$ cat src/rtl/prio_pkg.sv
// prio_pkg: shared state encoding, default width and single-bit test
// for the priority encoder/serialiser family.
package prio_pkg;

    localparam int DEFAULT_WIDTH = 8;
    localparam int MAX_W         = 256;

    typedef enum logic {IDLE, SCAN} prio_state_t;

    // True when vec has at most one bit set.
    function automatic logic onehot_le1(input logic [MAX_W-1:0] vec);
        return (vec & (vec - MAX_W'(1))) == '0;
    endfunction

endpackage

$ cat src/rtl/prio_find.sv
// prio_find: combinational priority find over a vector, returning the winning
// index (0 when empty) and an any-set flag.
module prio_find #(
    parameter int WIDTH     = 8,
    parameter bit MSB_FIRST = 1'b1,
    parameter int IDX_W     = $clog2(WIDTH)
) (
    input  logic [WIDTH-1:0] i_vec,
    output logic [IDX_W-1:0] o_idx,
    output logic             o_any
);

    // Scan from lowest to highest priority so the last hit wins.
    always_comb begin
        o_idx = '0;
        o_any = |i_vec;
        for (int i = 0; i < WIDTH; i++)
            if (i_vec[MSB_FIRST ? i : WIDTH-1-i])
                o_idx = IDX_W'(MSB_FIRST ? i : WIDTH-1-i);
    end

endmodule

$ cat src/rtl/prio_enc_serializer.sv
// prio_enc_serializer: accepts a request vector and emits the index of each set bit in
// priority order. Define PRIO_SER_ZERO_BEAT_EN to emit one out_zero beat for a zero vector.
module prio_enc_serializer
    import prio_pkg::*;
#(
    parameter int WIDTH     = DEFAULT_WIDTH,
    parameter bit MSB_FIRST = 1'b1,
    parameter int IDX_W     = $clog2(WIDTH)
) (
    input  logic             clk,
    input  logic             rst,
    input  logic [WIDTH-1:0] in_vec,
    input  logic             in_valid,
    output logic             in_ready,
    output logic [IDX_W-1:0] out_idx,
    output logic             out_valid,
    input  logic             out_ready,
    output logic             out_last,
`ifdef PRIO_SER_ZERO_BEAT_EN
    output logic             out_zero,
`endif
    output logic             busy
);

`ifdef PRIO_SER_ZERO_BEAT_EN
    localparam bit ZERO_BEAT = 1'b1;
`else
    localparam bit ZERO_BEAT = 1'b0;
`endif

    prio_state_t      r_state, w_state_n;
    logic [WIDTH-1:0] r_pending, w_pending_n;
    logic             w_any, w_fire, w_load;

    prio_find #(.WIDTH(WIDTH), .MSB_FIRST(MSB_FIRST), .IDX_W(IDX_W)) u_find (
        .i_vec (r_pending),
        .o_idx (out_idx),
        .o_any (w_any)
    );

    // An empty pending set in SCAN only exists for the zero-vector beat.
    assign busy      = r_state == SCAN;
    assign out_valid = busy && (w_any || ZERO_BEAT);
    assign out_last  = out_valid && onehot_le1(MAX_W'(r_pending));
    assign w_fire    = out_valid && out_ready;
    assign in_ready  = !busy || (w_fire && out_last);
    assign w_load    = in_valid && in_ready && (ZERO_BEAT || |in_vec);
`ifdef PRIO_SER_ZERO_BEAT_EN
    assign out_zero  = out_valid && !w_any;
`endif

    always_ff @(posedge clk or posedge rst) begin
        if (rst) begin
            r_state   <= IDLE;
            r_pending <= '0;
        end else begin
            r_state   <= w_state_n;
            r_pending <= w_pending_n;
        end
    end

    // A load on the final beat overrides the return to IDLE (back-to-back).
    always_comb begin
        w_state_n   = r_state;
        w_pending_n = r_pending;
        if (w_fire) begin
            w_pending_n = r_pending & ~(WIDTH'(1) << out_idx);
            w_state_n   = out_last ? IDLE : SCAN;
        end
        if (w_load) begin
            w_pending_n = in_vec;
            w_state_n   = SCAN;
        end
    end

endmodule

$ cat config.mk
export PLATFORM = sky130hd
export DESIGN_NAME = prio_enc_serializer
export DESIGN_NICKNAME = d
export VERILOG_FILES = /design/src/rtl/prio_pkg.sv /design/src/rtl/prio_find.sv /design/src/rtl/prio_enc_serializer.sv
export SDC_FILE = /design/constraint.sdc
export NUM_CORES = 1
export LEC_CHECK = 0
export ABC_AREA = 0
export BUFFER_PORTS_ARGS = -buffer_cell sky130_fd_sc_hd__buf_4
export CORE_AREA = 2 2 39 41
export DETAILED_ROUTE_END_ITERATION = 10
export DIE_AREA = 0 0 41 43
export GPL_ROUTABILITY_DRIVEN = 0
export PLACE_DENSITY = 0.78
export SLEW_MARGIN = 20
export SYNTH_ARGS = -nofsm -noshare
export SYNTH_HDL_FRONTEND = slang
export SYNTH_SLANG_ARGS = --single-unit
$ cat constraint.sdc
create_clock -name clk -period 3.7 [get_ports clk]
set_input_delay 0.74 -clock clk [delete_from_list [all_inputs] [get_ports clk]]
set_output_delay 0.74 -clock clk [all_outputs]
set_load 0.005 [all_outputs]
### Word level (Yosys, flattened, before mapping)

Index checks and enable logic that the tools add are counted.

| storage, ports and cells | value |
|---|---|
| bits in registers | 9 |
| input port bits | 12 |
| output and inout bits | 7 |
| logic and storage cells | 31 |

| operators by class | value |
|---|---|
| add/subtract/negate cells | 1 |
| shift-type cells | 1 |
| mux-type cells | 12 |
| bitwise operators | 3 |
| reductions and logical operators | 12 |

Operators by type and width:

| kind | count |
|---|---|
| bitwise AND 8 x 256 -> 256 bit | 1 |
| zero test 256 bit | 1 |
| 2-to-1 mux 8 bit | 2 |
| OR reduction 8 bit | 2 |
| 2-to-1 mux 3 bit | 4 |
| subtractor 8 x 1 -> 9 bit, second input constant | 1 |
| bitwise AND 8 bit | 1 |
| NOT 8 bit | 1 |
| << shifter 1 x 3 -> 8 bit, first input constant | 1 |
| logical AND 1 bit | 6 |
| 2-to-1 mux 1 bit | 4 |
| 2-to-1 mux 2 bit | 2 |
| nonzero test 2 bit | 1 |
| zero test 1 bit | 1 |
| logical OR 1 bit | 1 |

### Longest topological paths before layout

| depth | value |
|---|---|
| word-level depth | 12 |
| gate-level depth with buffers | 6 |
| mapped depth without buffers | 5 |

### Hierarchy

A second synthesis with hierarchy kept.

| unflattened totals | value |
|---|---|
| cell total of the unflattened synthesis | 70 |
| area, all modules | 654.4 µm² |

By module, submodules not included:

| module | times used | cells an instance | area each (µm²) | sequential area each (µm²) |
|---|---|---|---|---|
| prio_enc_serializer | 1 | 58 | 588.1 | 225.2 |
| prio_find | 1 | 12 | 66.3 | 0.0 |

### Worst setup path before layout

No wires, ideal clock.

| timing | value |
|---|---|
| kind | reg2out |
| start | register r_pending[4] |
| end | output port in_ready |
| data arrival time | 1.224 ns |
| required time | 2.960 ns |
| path slack | 1.736 ns |
| stages on the path, launching flop included | 6 |
| buffers on the path | 1 |
| path through | dfrtp_1 -> buf_6 -> maj3_2 -> o21ai_0 -> nand2_1 -> o21ai_2 |

| between the ends | value |
|---|---|
| longest elaborated chain between the ends | 6 |
| elaborated cells between the ends (all ways) | 9 |
| those cells by class | 1 x add/sub; 1 x bitwise; 7 x reduce/logical |

RTL lines:

| item | line | RTL |
|---|---|---|
| from (decl) | prio_enc_serializer.sv:32 | `logic [WIDTH-1:0] r_pending, w_pending_n;` |
| from (signal assigned) | prio_enc_serializer.sv:58 | `r_pending <= w_pending_n;` |
| subtractor 8 x 1 -> 9 bit | prio_pkg.sv:12 | `return (vec & (vec - MAX_W'(1))) == '0;` |
| bitwise AND 8 x 256 -> 256 bit | prio_pkg.sv:12 |  |
| zero test 256 bit | prio_pkg.sv:12 |  |
| logical AND 1 bit | prio_enc_serializer.sv:44 | `assign out_last = out_valid && onehot_le1(MAX_W'(r_pending));` |
| logical AND 1 bit (*) | prio_enc_serializer.sv:46 | `assign in_ready = !busy \|\| (w_fire && out_last);` |
| logical OR 1 bit (*) | prio_enc_serializer.sv:46 |  |
| to (decl) | prio_enc_serializer.sv:14 | `output logic in_ready,` |

Every way passes the cells marked *; elsewhere a longest branch is shown, timed or not.

### Worst setup path after layout

Same ends and word-level chain as after synthesis.

==> metrics.txt <==
number of flops mapped to enable cells by yosys=0; Detailed Route WL=1561 um; share of cells above drive strength 1=0.2857; Async SR Flop Fraction=1.000; Synth Flop Type=dfrtp_1; DR DRC count=0; clk sink count=9; Critical R2R Launch=r_pending[4]; Slew Viols, Final=0; final core occ=0.5750; overall global routing resource usage=0.2100; syn_nets=93; R2R Path End=r_pending[3]; CTS H-tree lvls=1; CTS clk-pin slew, worst paths=0.06 ns; mapped cell area=644.4 sq um; RSZ-0062 raised after global routing=no; Crit path arrival time=1.75 ns; detailed-route wire length per cell=13.69 um; Final Hold Vio Count=0; fmax=402.2 MHz; Initial Util=0.4656; final worst-path cycle share=0.6720; final clock skew=0.002250 ns; hold_buf cts=0; max-slew headroom at the worst pin=0.6976; maximum root-to-sink buffer count=2; minimum hold slack=0.4306 ns; GRT overflow=0; status=finished, final reports clean; ant diodes=0; number of CTS-inserted buffers=3; initial drt markers=39; Final nets=111; cell chain of the critical path=nor3_2 -> a21boi_0 -> o21a_1 -> o21ai_2 -> buf_4; DRT Pass-1 Iters=4; Avg Cell Area, Syn=7.955 sq um; die height=43 um; worst-path fanout max=8; Worst path max stage delay=0.47 ns; multi-input logic area=344.1 sq um; Lkg Pwr=0.3963 nW; vias in the first global route=578; Fin Setup TNS=0 ns; initial antenna violation count=0; postcts setup bufs=0; final setup fails=0; maximum VDD drop=0.3737 mV; largest net degree at the start of global routing=10; Gate Count Post-Synth=81; die width=41 um; delay-heaviest family, CP=compound AO/OA/AOI/OAI gates; Crit. End Element=output pin; Critical Path Start Type=flip-flop; I/O pin total=19; total power=0.7374 mW; post-placement cell area=769.5 sq um; Critical Path Slowest Stage Cell=dfrtp_1; DR vias=654; Worst Reg2Reg Path Length in Cells=5; Setup CP Type=flip-flop to output pin; Filler cells=129; post-detailed-route via-to-cell ratio=5.737; Resized Gates After CTS=0; row count=14; Yosys warnings=0; storage element area=225.2 sq um; CP Data Required Time=2.96 ns; final period demand of the worst path=2.487 ns; worst skew pair latency=0.27 ns; number of port buffers=18; area delta synth->final=23.50%; Seq/Total Area, Yosys=0.3495; register bit total from synthesis=9; first-pass GRT wire length=2477 um; Final ANT Viol Nets=0; core box area=1384 sq um; Power Dens Cells=926.6 nW/um^2; Design Area, Final=795.8 sq um; Detail Placement HPWL=1159 um; Hold/Removal Path Class=primary input to asynchronous set/reset pin; Crit path buffers/inverters=1; DIE AREA=1763 sq um; CTS Root Cell=clkbuf_4; worst slew pin tran=0.4498 ns; total of max-cap violations=0; FF-to-FF setup slack=1.94 ns; CTS tree=built; number of distinct library cells after synthesis=32
-- layout make-up --
class,instances,area share
inverter,12,0.05660
sequential,9,0.2830
clock buffer,4,0.03302
tap,16,0.02516
timing repair buffer,18,0.1698
multi-input combinational,55,0.4324
-- placed cells by master, fill, tap and decap left out, drive strengths merged --
master and instances:
clkbuf 4, o41ai 1, a21boi 1, o22ai 6, o21ai 4, o31a 1
nor2 5, o31ai 4, o21a 1, a31o 2, inv 12, or2 1
o21bai 1, nand2 9, a2111o 1, or3 1, a211o 1, a21bo 1
a311oi 1, o211ai 1, dfrtp 9, a31oi 1, a21oi 2, buf 18
maj3 1, nor3 4, nor2b 2, nor4 2, and3 1
-- report_power, final --
part / internal (mW) / switching [mW] / total [mW] / leakage (nW)
clock: 0.0418 / 0.0373 / 0.0790 / 0.0150
combinational: 0.225 / 0.212 / 0.437 / 0.269
sequential: 0.142 / 0.0796 / 0.221 / 0.112
-- how the worst max path moves through the flow --
stage / cells after the start / from / end / slack, ns
floorplan: 5 / r_pending[4] / in_ready / 1.74
global placement: 6 / in_vec[0] / r_pending[1] / 1.54
detailed placement: 5 / r_pending[4] / in_ready / 1.49
CTS: 5 / r_pending[4] / in_ready / 1.21
global route: 5 / r_pending[4] / in_ready / 1.12
finish: 5 / r_pending[4] / in_ready / 1.21
-- metrics by stage --
stage | instances | worst slack [ns]
6_report | 114 | 1.213
3_3_place_gp | 110 | 1.545
3_5_place_dp | 110 | 1.491
2_1_floorplan | 81 | 1.736
5_1_grt | 114 | 1.120
4_1_cts | 114 | 1.206
-- cells in the mapped netlist, drive strengths merged, types with 2 or more instances --
master   n  area [sq um]
nor3     4         25.02
o22ai    6         37.54
dfrtp    9         225.2
nor4     2         12.51
nor2b    2         12.51
nand2    9         33.78
o21ai    4         23.77
nor2     5         18.77
buf      2         18.77
a31o     2         17.52
a21oi    2         10.01
inv     12         45.04
o31ai    4         30.03
clkbuf   3         11.26
-- cell families (layout without fill, tap and decap cells) --
logic type,count (synthesis),after routing,synth area share
flip-flops,9,9,0.3495
AO/OA/AOI/OAI,29,29,0.3282
buffers and inverters,17,34,0.1165
adder cells (fa/ha/maj),1,1,0.01747
AND/OR/NAND/NOR,25,25,0.1884
-- sequential cells by signal, indices dropped and copies added, names as in the netlist --
register and count:
busy 1, r_pending 8
-- worst register-to-register path, delay by kind of cell (launching register included) --
kind | cells | cell delay (ns)
compound gates | 4 | 0.93
flops | 1 | 0.47
simple gates | 1 | 0.27
-- metal layers --
layer,part of all wire,global-route usage,vias up
met5,0,0,-
met4,0.020,0.1000,0
met3,0.067,0.04712,5
met2,0.50,0.3250,29
met1,0.41,0.2635,296
li1,-,-,324
(Power assumes the default switching activity.)
